**src/rtl/uart_param_core.sv**
```systemverilog
// Parametrised full-duplex UART: valid/ready transmitter and mid-bit sampling receiver
// with a 2-flop input synchroniser and parity/framing error flags.
module uart_param_core #(
  parameter int unsigned CLKS_PER_BIT = 16,
  parameter int unsigned DATA_BITS    = 8,
  parameter int unsigned PARITY       = 0,
  parameter int unsigned STOP_BITS    = 1
) (
  input  logic                 CLK,
  input  logic                 Reset,
  input  logic                 EN,
  input  logic [DATA_BITS-1:0] TxData,
  input  logic                 TxValid,
  output logic                 TxReady,
  output logic                 TxLine,
  output logic                 TxBusy,
  input  logic                 RxLine,
  output logic [DATA_BITS-1:0] RxData,
  output logic                 RxValid,
  output logic                 RxParityErr,
  output logic                 RxFrameErr
);

  localparam int unsigned CW = $clog2(CLKS_PER_BIT);
  localparam logic [CW-1:0] LastCnt = CW'(CLKS_PER_BIT - 1);
  localparam logic [CW-1:0] HalfCnt = CW'(CLKS_PER_BIT / 2 - 1);
  localparam logic [3:0] LastData = 4'(DATA_BITS - 1);
  localparam logic [3:0] LastStop = 4'(STOP_BITS - 1);
  localparam logic HasParity = (PARITY != 0);
  localparam logic OddParity = (PARITY == 2);

  typedef enum logic [2:0] {StIdle, StStart, StData, StParity, StStop} state_e;

  state_e                tx_state_q, tx_state_d, rx_state_q, rx_state_d;
  logic [CW-1:0]         tx_cnt_q, tx_cnt_d, rx_cnt_q, rx_cnt_d;
  logic [3:0]            tx_bit_q, tx_bit_d, rx_bit_q, rx_bit_d;
  logic [DATA_BITS-1:0]  tx_shift_q, tx_shift_d, rx_shift_q, rx_shift_d;
  logic                  tx_par_q, tx_par_d, started_q;
  logic [1:0]            sync_q;
  logic                  rx_prev_q, rx_perr_q, rx_perr_d, rx_ferr_q, rx_ferr_d;
  logic [DATA_BITS-1:0]  rx_data_q, rx_data_d;
  logic                  rx_valid_q, rx_valid_d, rx_perr_out_q, rx_perr_out_d;
  logic                  rx_ferr_out_q, rx_ferr_out_d;
  logic                  tx_bit_end, rx_s, rx_fall, rx_sample, ferr_next;

  always_ff @(posedge CLK or negedge Reset) begin
    if (!Reset) begin
      tx_state_q    <= StIdle;
      tx_cnt_q      <= '0;
      tx_bit_q      <= '0;
      tx_shift_q    <= '0;
      tx_par_q      <= 1'b0;
      started_q     <= 1'b0;
      sync_q        <= 2'b11;
      rx_prev_q     <= 1'b1;
      rx_state_q    <= StIdle;
      rx_cnt_q      <= '0;
      rx_bit_q      <= '0;
      rx_shift_q    <= '0;
      rx_perr_q     <= 1'b0;
      rx_ferr_q     <= 1'b0;
      rx_data_q     <= '0;
      rx_valid_q    <= 1'b0;
      rx_perr_out_q <= 1'b0;
      rx_ferr_out_q <= 1'b0;
    end else begin
      tx_state_q    <= tx_state_d;
      tx_cnt_q      <= tx_cnt_d;
      tx_bit_q      <= tx_bit_d;
      tx_shift_q    <= tx_shift_d;
      tx_par_q      <= tx_par_d;
      started_q     <= 1'b1;
      sync_q        <= {sync_q[0], RxLine};
      rx_prev_q     <= rx_s;
      rx_state_q    <= rx_state_d;
      rx_cnt_q      <= rx_cnt_d;
      rx_bit_q      <= rx_bit_d;
      rx_shift_q    <= rx_shift_d;
      rx_perr_q     <= rx_perr_d;
      rx_ferr_q     <= rx_ferr_d;
      rx_data_q     <= rx_data_d;
      rx_valid_q    <= rx_valid_d;
      rx_perr_out_q <= rx_perr_out_d;
      rx_ferr_out_q <= rx_ferr_out_d;
    end
  end

  assign tx_bit_end = (tx_cnt_q == LastCnt);

  always_comb begin
    tx_state_d = tx_state_q;
    tx_cnt_d   = tx_cnt_q;
    tx_bit_d   = tx_bit_q;
    tx_shift_d = tx_shift_q;
    tx_par_d   = tx_par_q;
    if (tx_state_q != StIdle) tx_cnt_d = tx_bit_end ? '0 : tx_cnt_q + CW'(1);
    unique case (tx_state_q)
      StIdle: if (TxValid && TxReady) begin
        tx_state_d = StStart;
        tx_shift_d = TxData;
        tx_par_d   = (^TxData) ^ OddParity;
        tx_cnt_d   = '0;
      end
      StStart: if (tx_bit_end) begin
        tx_state_d = StData;
        tx_bit_d   = '0;
      end
      StData: if (tx_bit_end) begin
        tx_shift_d = tx_shift_q >> 1;
        if (tx_bit_q == LastData) begin
          tx_state_d = HasParity ? StParity : StStop;
          tx_bit_d   = '0;
        end else begin
          tx_bit_d = tx_bit_q + 4'd1;
        end
      end
      StParity: if (tx_bit_end) begin
        tx_state_d = StStop;
        tx_bit_d   = '0;
      end
      StStop: if (tx_bit_end) begin
        if (tx_bit_q == LastStop) tx_state_d = StIdle;
        else tx_bit_d = tx_bit_q + 4'd1;
      end
      default: tx_state_d = StIdle;
    endcase
  end

  always_comb begin
    TxBusy  = (tx_state_q != StIdle);
    TxReady = started_q && (tx_state_q == StIdle) && EN;
    case (tx_state_q)
      StStart:  TxLine = 1'b0;
      StData:   TxLine = tx_shift_q[0];
      StParity: TxLine = tx_par_q;
      default:  TxLine = 1'b1;
    endcase
  end

  assign rx_s      = sync_q[1];
  // Edge-based start detect: a line stuck low after a bad stop bit cannot retrigger.
  assign rx_fall   = rx_prev_q & ~rx_s;
  assign rx_sample = (rx_state_q == StStart) ? (rx_cnt_q == HalfCnt) : (rx_cnt_q == LastCnt);
  assign ferr_next = rx_ferr_q | ~rx_s;

  always_comb begin
    rx_state_d    = rx_state_q;
    rx_cnt_d      = rx_cnt_q;
    rx_bit_d      = rx_bit_q;
    rx_shift_d    = rx_shift_q;
    rx_perr_d     = rx_perr_q;
    rx_ferr_d     = rx_ferr_q;
    rx_data_d     = rx_data_q;
    rx_valid_d    = 1'b0;
    rx_perr_out_d = rx_perr_out_q;
    rx_ferr_out_d = rx_ferr_out_q;
    if (rx_state_q != StIdle) rx_cnt_d = rx_sample ? '0 : rx_cnt_q + CW'(1);
    unique case (rx_state_q)
      StIdle: if (EN && rx_fall) begin
        rx_state_d = StStart;
        rx_cnt_d   = '0;
        rx_perr_d  = 1'b0;
        rx_ferr_d  = 1'b0;
      end
      StStart: if (rx_sample) begin
        rx_state_d = rx_s ? StIdle : StData;
        rx_bit_d   = '0;
      end
      StData: if (rx_sample) begin
        rx_shift_d = {rx_s, rx_shift_q[DATA_BITS-1:1]};
        if (rx_bit_q == LastData) begin
          rx_state_d = HasParity ? StParity : StStop;
          rx_bit_d   = '0;
        end else begin
          rx_bit_d = rx_bit_q + 4'd1;
        end
      end
      StParity: if (rx_sample) begin
        rx_perr_d  = rx_s != ((^rx_shift_q) ^ OddParity);
        rx_state_d = StStop;
      end
      StStop: if (rx_sample) begin
        rx_ferr_d = ferr_next;
        if (rx_bit_q == LastStop) begin
          rx_state_d    = StIdle;
          rx_valid_d    = 1'b1;
          rx_data_d     = rx_shift_q;
          rx_perr_out_d = rx_perr_q;
          rx_ferr_out_d = ferr_next;
        end else begin
          rx_bit_d = rx_bit_q + 4'd1;
        end
      end
      default: rx_state_d = StIdle;
    endcase
  end

  always_comb begin
    RxData      = rx_data_q;
    RxValid     = rx_valid_q;
    RxParityErr = rx_perr_out_q;
    RxFrameErr  = rx_ferr_out_q;
  end

endmodule
```
**config.mk**
```make
export PLATFORM = sky130hd
export DESIGN_NAME = uart_param_core
export DESIGN_NICKNAME = d
export VERILOG_FILES = /design/src/rtl/uart_param_core.sv
export SDC_FILE = /design/constraint.sdc
export NUM_CORES = 1
export LEC_CHECK = 0
export ABC_CLOCK_PERIOD_IN_PS = 1810
export CORE_MARGIN = 2
export CORE_UTILIZATION = 52
export CTS_CLUSTER_DIAMETER = 120
export DETAILED_ROUTE_END_ITERATION = 10
export PLACE_DENSITY_LB_ADDON = 0.15
export SYNTH_ARGS = -nofsm -noshare
export SYNTH_HDL_FRONTEND = slang
export SYNTH_SLANG_ARGS = --single-unit
```
**constraint.sdc**
```tcl
create_clock -name CLK -period 1.81 [get_ports CLK]
set_input_delay 0.362 -clock CLK [delete_from_list [all_inputs] [get_ports CLK]]
set_output_delay 0.362 -clock CLK [all_outputs]
set_load 0.005 [all_outputs]
```
* After elaboration in Yosys (flattened, before gate mapping)
Index checks and enable logic that the tools add are counted. W data, S select, Z words.
Storage, ports and cells: word-level logic and storage cells 134, output and inout port bits 14, bits in registers 56, input bits 13
Cells by class: mux-type cells 50, reductions and logical operators 28, bitwise logic cells 3, add/subtract/negate cells 4, eq/ne operators 31
Operator list (count):
- $mux W4 | 18
- $mux W3 | 14
- $ne A2 B2 Y1 const B | 16
- $pmux W3 S5 | 2
- $pmux W4 S3 | 2
- $add A4 B1 Y4 const B | 4
- $mux W8 | 2
- $pmux W8 S2 | 1
- $reduce_xor A8 Y1 | 2
- $reduce_and A7 Y1 | 2
- $eq A3 B2 Y1 const B | 4
- $eq A4 B3 Y1 const B | 3
- $reduce_and A3 Y1 | 4
- $reduce_bool A3 Y1 | 4
- $reduce_and A5 Y1 | 2
- $eq A4 B4 Y1 const B | 2
- $logic_not A4 Y1 | 2
- $mux W1 | 7
- $eq A3 B1 Y1 const B | 2
- $eq A3 B3 Y1 const B | 2
- $logic_not A3 Y1 | 2
- $reduce_bool A2 Y1 | 3
- $logic_and A1 B1 Y1 | 4
- $pmux W1 S2 | 2
- other kinds (9) | 10

* Logic depth before layout (Yosys ltp)
Gate-level depths: netlist of the first run.
depth after elaboration 6, gate-level depth with buffers 6, depth with buffers taken out 6

* Worst setup path before layout of the first run
OpenSTA, ideal clock, no wires.
path type register to register, from register rx_bit_q[0], to register rx_state_q[2], period minus slack after synthesis 1867 ps, cell stages (with the launch flop) 7, arrival time 1739 ps, required time 1683 ps, path slack -57 ps, setup time 127 ps, buffers on the path 0, cell sequence dfrtp_1 inv_1 ha_1 nor3b_1 o22ai_2 or3_1 mux2_1
Between the ends: word-level cells in the longest chain between the ends 3, elaborated cells on any way between the ends 5, those cells by class eq/ne: 3; reduce/logical: 2
RTL lines:
- start: declaration | RTL line 36 | logic [3:0] tx_bit_q, tx_bit_d, rx_bit_q, rx_bit_d;
- start signal: assignment | RTL line 77 | rx_bit_q <= rx_bit_d;
- $eq A4 B3 Y1 or $logic_not A4 Y1 (tied branches) | RTL line 171, 184
- $ne A2 B2 Y1 (no line)
- $reduce_and A7 Y1 (no line) *
- end signal: assignment | RTL line 56 | rx_state_q <= StIdle;
- end signal: assignment | RTL line 75 | rx_state_q <= rx_state_d;
- end: declaration | RTL line 34 | state_e tx_state_q, tx_state_d, rx_state_q, rx_state_d;
Every way passes the cells marked *; elsewhere a longest branch is shown, timed or not. A chain may end at the register's enable or synchronous reset.

* Worst setup path in the final report of the first run
from register rx_state_q[2], to register rx_shift_q[0]
Between the ends: word-level cells in the longest chain between the ends 3, elaborated cells on any way between the ends 4, those cells by class eq/ne: 2; mux: 1; reduce/logical: 1
RTL lines:
- $eq A3 B1 Y1 | RTL line 143 | assign rx_sample = (rx_state_q == StStart) ? (rx_cnt_q == HalfCnt) : (rx_cnt_q == LastCnt);
- $mux W1 | RTL line 143
- $reduce_and A2 Y1 (no line) *
- end signal: assignment | RTL line 78 | rx_shift_q <= rx_shift_d;
- end: declaration | RTL line 37 | logic [DATA_BITS-1:0] tx_shift_q, tx_shift_d, rx_shift_q, rx_shift_d;
Marks and branches as above.

==> impl_metrics.toml, run 1 <==
[placed_design]
port_buffers = 26
dpl.hpwl_mm = 4.04
gp_congestion = 0.886

[clock_tree]
cts_hold_buf = 0
clk_pin_slew_ps = 100
cts_root_buffer = "clkbuf_8"
clockBufferDepth = 2
htreeDepth = 2
cts_tree = "yes"
clock_latency_ps = 310
cts_buffers = 5
cts.sinks = 56

[timing]
rsz0062_at_grt = "true"
hold_viol = 0
fin_crit_ps = 1770
fin_skew_ps = 5.46
maxSlewViolCount = 0
hold_ws_ps = 46.1
fmax_mhz = 565
setup_viol = 0
tns_ps = 0
post-route-period-util_pct = 97.8

[global_routing]
grt_pass1_vias = 2178
antenna_found_initial = 0
grt_max_degree = 31
grt_first_pass_wirelength_mm = 10.2
grt_use_total_pct = 20.3
grt_overflow = 0

[setup_path]
start_kind = "register"
path_delay_family = "multiplexers"
crit_path_cell_trace = "nor3b_4, mux2i_2, or2_1, buf_12, mux2_4"
cp_num_buf_inv = 1
required_ps = 2010
cp_slowest_cell = "dfrtp_2"
worstPathArrival_ps = 1970
endpoint_kind = "register"
crit_path_max_incr_delay_ps = 470
crit_cells = 5
path_class = "register to register"
r2r.worst_path.cells = 5
path_max_fanout = 8

[route]
wl_mm = 5.80
dr.pass1.iters = 4
post-route-drc-count = 0
wl_per_cell_microns = 14.1
drtIter0Drc = 132
vias_per_cell = 5.37
num_vias = 2201
drtAntennaViolNets = 0

[power_and_ir_drop]
leakagePower_nw = 1.70
ir_worst_vdd_mv = 0.688
p_per_area_nw_per_um2 = 1110

[synth]
synth-seq-cells = 56
synth_edf_count = 0
yosys_warnings = 0
synth_area_per_cell_sq_um = 10.9
synthArstFlopShare_pct = 100
synthDistinctLibCells = 59
syn_inst = 269
syn-num-nets = 288
yosysSeqAreaShare_pct = 47.9
syn_area_sq_um = 2940
ys.flop_type = "dfrtp_1"

[layout]
diodes = 0
areaGrowthSynthToFinish_pct = 28.7
multiInputGateArea_sq_um = 1530
nFillCells = 443
final_nets = 356
regArea_sq_um = 1410
drive_gt1_share_pct = 32.2

[floorplanning]
die-area_sq_um = 6260
rows = 27
dieHeight_microns = 79.1
boundaryPins = 27
fp.dieW_microns = 79.1
coreArea_sq_um = 5470
initial_core_util_pct = 53.6

[worst_hold_path]
hp-class = "primary input to asynchronous set/reset pin"

[flow_run]
max_cap_violations = 0

[outcome]
status = "finished clean"
==> power breakdown <==
part,total (mW),switching (mW),internal [mW]
Sequential,1.77,0.252,1.52
Combinational,1.73,0.772,0.954
Clock,0.684,0.409,0.275
==> layout by cell type, fill, tap and decap left out, types with 3 or more instances in the layout <==
cell type / n
a21oi_1: 16
and3b_1: 4
buf_4: 40
buf_6: 4
clkbuf_8: 5
clkdlybuf4s50_1: 22
dfrtp_1: 48
dfrtp_2: 5
dfstp_2: 3
ha_1: 3
inv_1: 10
mux2_2: 8
mux2_4: 10
mux2i_1: 7
nand2_1: 10
nand2b_1: 3
nand3_1: 6
nand4_1: 3
nor2_1: 19
nor2b_1: 3
nor3_1: 4
o211ai_1: 3
o21ai_0: 15
o31ai_1: 4
or3b_4: 3
xnor2_1: 12
xor2_1: 3
==> cell type report <==
cell class | count | area share [%]
clock inverters | 3 | 0.629
inverters | 11 | 1.09
multi-input cells | 191 | 40.6
clock buffers | 5 | 1.82
repair buffers | 72 | 16.1
well taps | 72 | 2.38
flip-flops and latches | 56 | 37.4
==> kinds of logic (layout without fill, tap and decap cells) <==
| kind of cell | Yosys count | count (layout) | share of synthesized area [%] |
|---|---|---|---|
| AOI/OAI and AO/OA | 60 | 60 | 13.4 |
| xor gates and xnor gates | 17 | 17 | 5.54 |
| adders and majority gates | 6 | 6 | 2.56 |
| buffers and inverters | 22 | 91 | 3.79 |
| DFF | 56 | 56 | 47.9 |
| muxes | 28 | 28 | 11.4 |
| other | 1 | 1 | 0.128 |
| and+or+nand+nor | 79 | 79 | 15.3 |
==> Yosys cell counts (4+ instances only) <==
| library cell | n | area (sq um) |
|---|---|---|
| mux2_2 | 9 | 101 |
| nand3_1 | 6 | 30.0 |
| nor3b_1 | 4 | 30.0 |
| nor2_1 | 21 | 78.8 |
| nor3_1 | 5 | 25.0 |
| dfrtp_1 | 53 | 1330 |
| mux2_4 | 8 | 120 |
| inv_1 | 11 | 41.3 |
| nand2_1 | 10 | 37.5 |
| clkbuf_1 | 4 | 15.0 |
| o21ai_0 | 16 | 80.1 |
| o31ai_1 | 4 | 30.0 |
| and3b_1 | 4 | 35.0 |
| xnor2_1 | 13 | 114 |
| mux2i_1 | 8 | 80.1 |
| ha_1 | 6 | 75.1 |
| a21oi_1 | 16 | 80.1 |
==> what timing repair did <==
item | 4_1_cts | 5_1_grt
hold endpoints to repair | 0 | 0
setup endpoints to repair | 25 | 32
setup buffers | 8 | 5
gates resized for setup | 16 | 28
pin swaps | 7 | 10
==> per-layer routing <==
layer | track usage [%] | share of wire, %
met4 | 5.69 | 1.2
met1 | 28.9 | 49
met5 | 0 | 0
met2 | 32.5 | 48
met3 | 3.18 | 2.4
==> registers in the layout (all words and copies together), names as in the netlist, 3 cells and up <==
| name | count |
|---|---|
| RxData | 8 |
| rx_bit_q | 4 |
| rx_cnt_q | 4 |
| rx_shift_q | 8 |
| rx_state_q | 3 |
| tx_bit_q | 4 |
| tx_cnt_q | 4 |
| tx_shift_q | 8 |
| tx_state_q | 3 |
==> worst paths after layout <==
| kind | startpoint | to | slack [ps] |
|---|---|---|---|
| max in group asynchronous | Reset | rx_prev_q | 1420 |
| min | Reset | RxData[1] | 50 |
| max | rx_state_q[2] | rx_shift_q[0] | 40 |
| min reg2reg | sync_q[0] | sync_q[1] | 360 |
| min in group CLK | sync_q[0] | sync_q[1] | 360 |
| max reg2reg | rx_state_q[2] | rx_shift_q[0] | 40 |
==> per-stage QoR <==
step | worst slack, ps | util, % | cells | total power, mW | cell area [sq um]
global route | -22.9 | 69.0 | 410 | 4.51 | 3780
floorplan | -3.44 | - | 269 | 2.66 | 2940
detailed placement | -153 | 63.6 | 389 | 3.22 | 3480
global placement | -135 | 63.6 | 389 | 3.18 | 3480
CTS | 0.169 | 66.8 | 405 | 4.03 | 3650
finish | 39.7 | 69.0 | 410 | 4.18 | 3780
Note: power is estimated with default switching activity, not from simulation.
==> inputs of run 2 (changes only) <==
--- a/config.mk
+++ b/config.mk
@@ -11,6 +11,7 @@
 export CTS_CLUSTER_DIAMETER = 120
 export DETAILED_ROUTE_END_ITERATION = 10
 export PLACE_DENSITY_LB_ADDON = 0.15
+export SLEW_MARGIN = 25
 export SYNTH_ARGS = -nofsm -noshare
 export SYNTH_HDL_FRONTEND = slang
 export SYNTH_SLANG_ARGS = --single-unit
==> results of run 2 <==
Same layout as run 1: the final DEF is identical, and so are final timing and power.
==> edit 1: new RTL, flow settings as in run 2 <==
Register the output `RxParityErr`, with the module's reset; this adds one clock of latency there. The other outputs are not delayed to match.
--- a/src/rtl/uart_param_core.sv
+++ b/src/rtl/uart_param_core.sv
@@ -31,4 +31,6 @@
 
   typedef enum logic [2:0] {StIdle, StStart, StData, StParity, StStop} state_e;
+
+  logic RxParityErr_d;
 
   state_e                tx_state_q, tx_state_d, rx_state_q, rx_state_d;
@@ -199,7 +201,15 @@
     RxData      = rx_data_q;
     RxValid     = rx_valid_q;
-    RxParityErr = rx_perr_out_q;
+    RxParityErr_d = rx_perr_out_q;
     RxFrameErr  = rx_ferr_out_q;
   end
 
+  always_ff @(posedge CLK or negedge Reset) begin
+    if (!Reset) begin
+      RxParityErr <= '0;
+    end else begin
+      RxParityErr <= RxParityErr_d;
+    end
+  end
+
 endmodule
Formal check against the unedited RTL: same outputs for any inputs over 10 cycles, from zero or initial values and one cycle with Reset low; that may be too few to reach the edited logic, so the function may still have changed.
==> edit 1 against run 2 <==
  * Sequential cell count is 1 higher
  * Core utilization down 0.27 points
  * Total power rose by 12%
  * Routed wire length shrank 2.5%
  * Area after synthesis fell by 0.21%
  * Setup slack lost 0.036 ns
  * Cell area down 0.40%
  * Sequential share of layout area up 0.68 points
  * Critical path type is now reg -> out
  * Largest power group unchanged
==> edit 1: results (changes against run 2) <==
** GRT
- Total Routing Usage GR :: 19.97% (-0.36 points)
- The global-route met2 utilization was 30.85% (-1.7 points).
- The met1 track demand over resource was 27.54% (-1.3 points).

** Yosys
- The area fraction in compound gates after synthesis was 12.05% (-1.3 points).
- The post-synth net total came to 295 (+2.4%).
- After synthesis, the cell types taking the most area are dfrtp_1, mux2_2, xnor2_1.
- Post-synthesis mux area share :: 9.953% (-1.5 points)
- The adder and majority gate portion of the synthesized area was 2.563% (+0.0055 points).

** Placed design
- Cell total after placement :: 386 (-0.77%)
- Final estimated routing congestion in global placement :: 0.7889 (-11%)
- The area of placed instances was 3406 um^2 (-2.1%).
- The detailed-placement wirelength estimate came to 3782 um (-6.4%).
- The worst slack after detailed placement was -0.02865 ns (+0.1240 ns).

** Route
- The vias per cell came to 5.438 (+1.3%).
- DR pass1 iterations :: 5 (+1)
- The detailed router's first-iteration violation count was 115 (-13%).
- The detailed-route wire length on metal 1 was 2659 um (-5.8%).
- Metal2 WL :: 2712 um (-1.9%)
- Wire length per cell :: 13.82 um (-2.3%)

** Power
- Net switching component of the power :: 1.449 mW (+1.0%)
- The clock-net power is 1.37 mW (+100%).
- Cell leakage power :: 1.691 nW (-0.58%)

** Clock network
- Gates resized, CTS repair :: 8 (-8)
- H-Tree Level Count :: 3 (+1)
- Clk pin slew, worst setup/hold paths :: 0.06 ns (-0.04 ns)

** Run status
- The run finished with clean final reports.
==> edit 1: final cells by class <==
type                       count  area, um^2
fill                         427        1710
multi-input combinational    194        1443
clock buffer                  14       172.7
clock inverter                 2       60.06
inverter                      13       48.80
timing repair buffer          57       516.7
sequential                    57        1431
tap                           72       90.09
==> edit 1: worst reg2reg max path: stages, from the launching register on <==
cell and delay, ns:
dfrtp_1 0.40, inv_2 0.08, ha_2 0.17, or3b_2 0.47, a2bb2oi_4 0.19, o32ai_1 0.10
a22o_1 0.20
==> edit 1: path summary, 6_finish.rpt <==
kind	startpoint	endpoint	slack (ns)	cells past startpoint
max in group asynchronous	Reset	rx_prev_q	1.47	2
min reg2reg	sync_q[0]	sync_q[1]	0.36	0
max reg2reg	rx_bit_q[0]	rx_bit_q[2]	0.08	6
min in group CLK	sync_q[0]	sync_q[1]	0.36	0
max	tx_state_q[2]	TxBusy	0.004	5
min	Reset	rx_bit_q[3]	0.03	2
==> edit 2: new RTL, settings of run 2 <==
Made on the original files. `DATA_BITS`: 8 -> 9.
--- a/src/rtl/uart_param_core.sv
+++ b/src/rtl/uart_param_core.sv
@@ -3,5 +3,5 @@
 module uart_param_core #(
   parameter int unsigned CLKS_PER_BIT = 16,
-  parameter int unsigned DATA_BITS    = 8,
+  parameter int unsigned DATA_BITS    = 9,
   parameter int unsigned PARITY       = 0,
   parameter int unsigned STOP_BITS    = 1
Ports: changed (resized RxData and TxData); port bits go from 27 to 29. No check against the original RTL was run, so the function may have changed too.
==> edit 2 against run 2 <==
  * Routed wire length rose by 5.7%
  * Sequential cell count increased by 3
  * Area after synthesis is 4.6% higher
  * Setup slack got worse by 0.038 ns
  * Cell area increased by 6.6%
Power is not compared: it rests on default switching activity, and its combinational part moved more than twofold at a synthesized area within 25%.
==> edit 2: results (changes against run 2) <==
** Run status
- Run status :: finished clean

** Critical path
- Critical Path End :: tx_bit_q[3]
- The highest net fanout along the worst path was 4 (-4).
- The reg2reg setup slack was 0.002 ns (-0.04 ns).
- Critical register-to-register path startpoint :: tx_bit_q[0]
- The worst reg-to-reg path cell count came to 7 (+2).
- Family with the most delay on the worst path :: simple AND/OR/NAND/NOR gates
- Critical-path cell with the highest stage delay :: dfrtp_1
- Data arrival time of the critical path :: 2.03 ns (+0.06 ns)
- The critical path's largest stage delay is 0.39 ns (-0.08 ns).

** Hold path
- The worst hold path passes through 0 cells.
- The min-delay analysis places its worst path in the category reg -> reg.

** Placed design
- The last weighted congestion value of the routability-driven placer was 0.8491 (-4.1%).
- Worst-case setup slack after placement :: -0.2865 ns (-0.1339 ns)
- The number of buffer cells added on primary ports is 28 (+7.7%).
- Half-perimeter wire length after placement :: 4181 um (+3.4%)

** Clock network
- The post-CTS repair timing setup buffer count was 12 (+4).
- The post-cts repair resize count was 23 (+7).
- The post-cts hold buffer count was 1 (+1).
- TritonCTS buffer count :: 9 (+4)
- The clock transition at the registers of the reported paths was 0.07 ns (-0.03 ns).
- H-Tree Level Count :: 3 (+1)

** Route
- DR pass1 iterations :: 5 (+1)
- Met3 wire length :: 211 um (+50%)
- Overall via count from detail_route :: 2317 (+5.3%)
- Metal2 WL :: 3069 um (+11%)
- The detailed-route wire length on metal 1 came to 2710 um (-4.0%).
- The routed wirelength normalized by instance count is 14.35 um (+1.5%).
- The detailed router's first-iteration violation count was 90 (-32%).

** GRT
- The number of global-route vias before repair was 2410 (+11%).
- The met1 track demand over resource is 25.62% (-3.3 points).
- Global-route wire length before repair :: 10530 um (+3.0%)
- The pin count of the biggest net entering global routing came to 22 (-29%).
- The global-route met2 utilization came to 35.04% (+2.5 points).
- The met3 global-route usage is 5.222% (+2.0 points).
- Total Routing Usage GR :: 21.25% (+0.92 points)

** Yosys
- Number of warnings reported in the yosys synthesis log :: 0 (unchanged)
- The post-synthesis cell type count was 55 (-6.8%).
- Ranking of synthesized cells by area :: dfrtp_1, mux2_2, xnor2_1
- Xor and xnor area share after synthesis :: 5.422% (-0.12 points)
- Post-synthesis mux area share :: 11.74% (+0.32 points)
- List of most frequent post-synthesis cells :: dfrtp_1, nand2_1, mux2_2
- Sequential cell area fraction in the yosys report :: 48.23% (+0.36 points)
- The area fraction in compound gates after synthesis is 13.05% (-0.34 points).
- The post-synth net total came to 296 (+2.8%).
- Fraction of the mapped netlist area in adder cells :: 2.446% (-0.11 points)

** Timing
- Final worst clock skew :: 0.006010 ns (+0.0005511 ns)
- The worst hold slack across all endpoints is 0.3621 ns (+0.3160 ns).
- Max Fclk :: 0.5530 GHz (-2.1%)

** Final layout
- The fraction of layout cells with a size suffix above 1 came to 35.49% (+3.2 points).
- The final net count is 370 (+3.9%).
- Filler cell count :: 422 (-4.7%)
[edit 2: cell families after synthesis]
logic type	Yosys count
multiplexers	33
flip-flops	59
AO/OA/AOI/OAI	52
AND/OR/NAND/NOR	86
XOR/XNOR	19
other	1
adder cells (fa/ha/maj)	6
buffers and inverters	20
[edit 2: through the flow]
stage	instances	cell area, um^2
6_report	427	4026
3_3_place_gp	397	3626
5_1_grt	427	4026
2_1_floorplan	276	3069
3_5_place_dp	397	3626
4_1_cts	425	3976
[edit 2: layout make-up]
| class | count | share of cell area [%] |
|---|---|---|
| Clock buffer | 10 | 3.418 |
| Clock inverter | 6 | 2.206 |
| Inverter | 9 | 0.8390 |
| Multi-Input combinational cell | 198 | 38.25 |
| Sequential cell | 59 | 36.82 |
| Tap cell | 72 | 2.237 |
| Timing Repair Buffer | 73 | 16.22 |
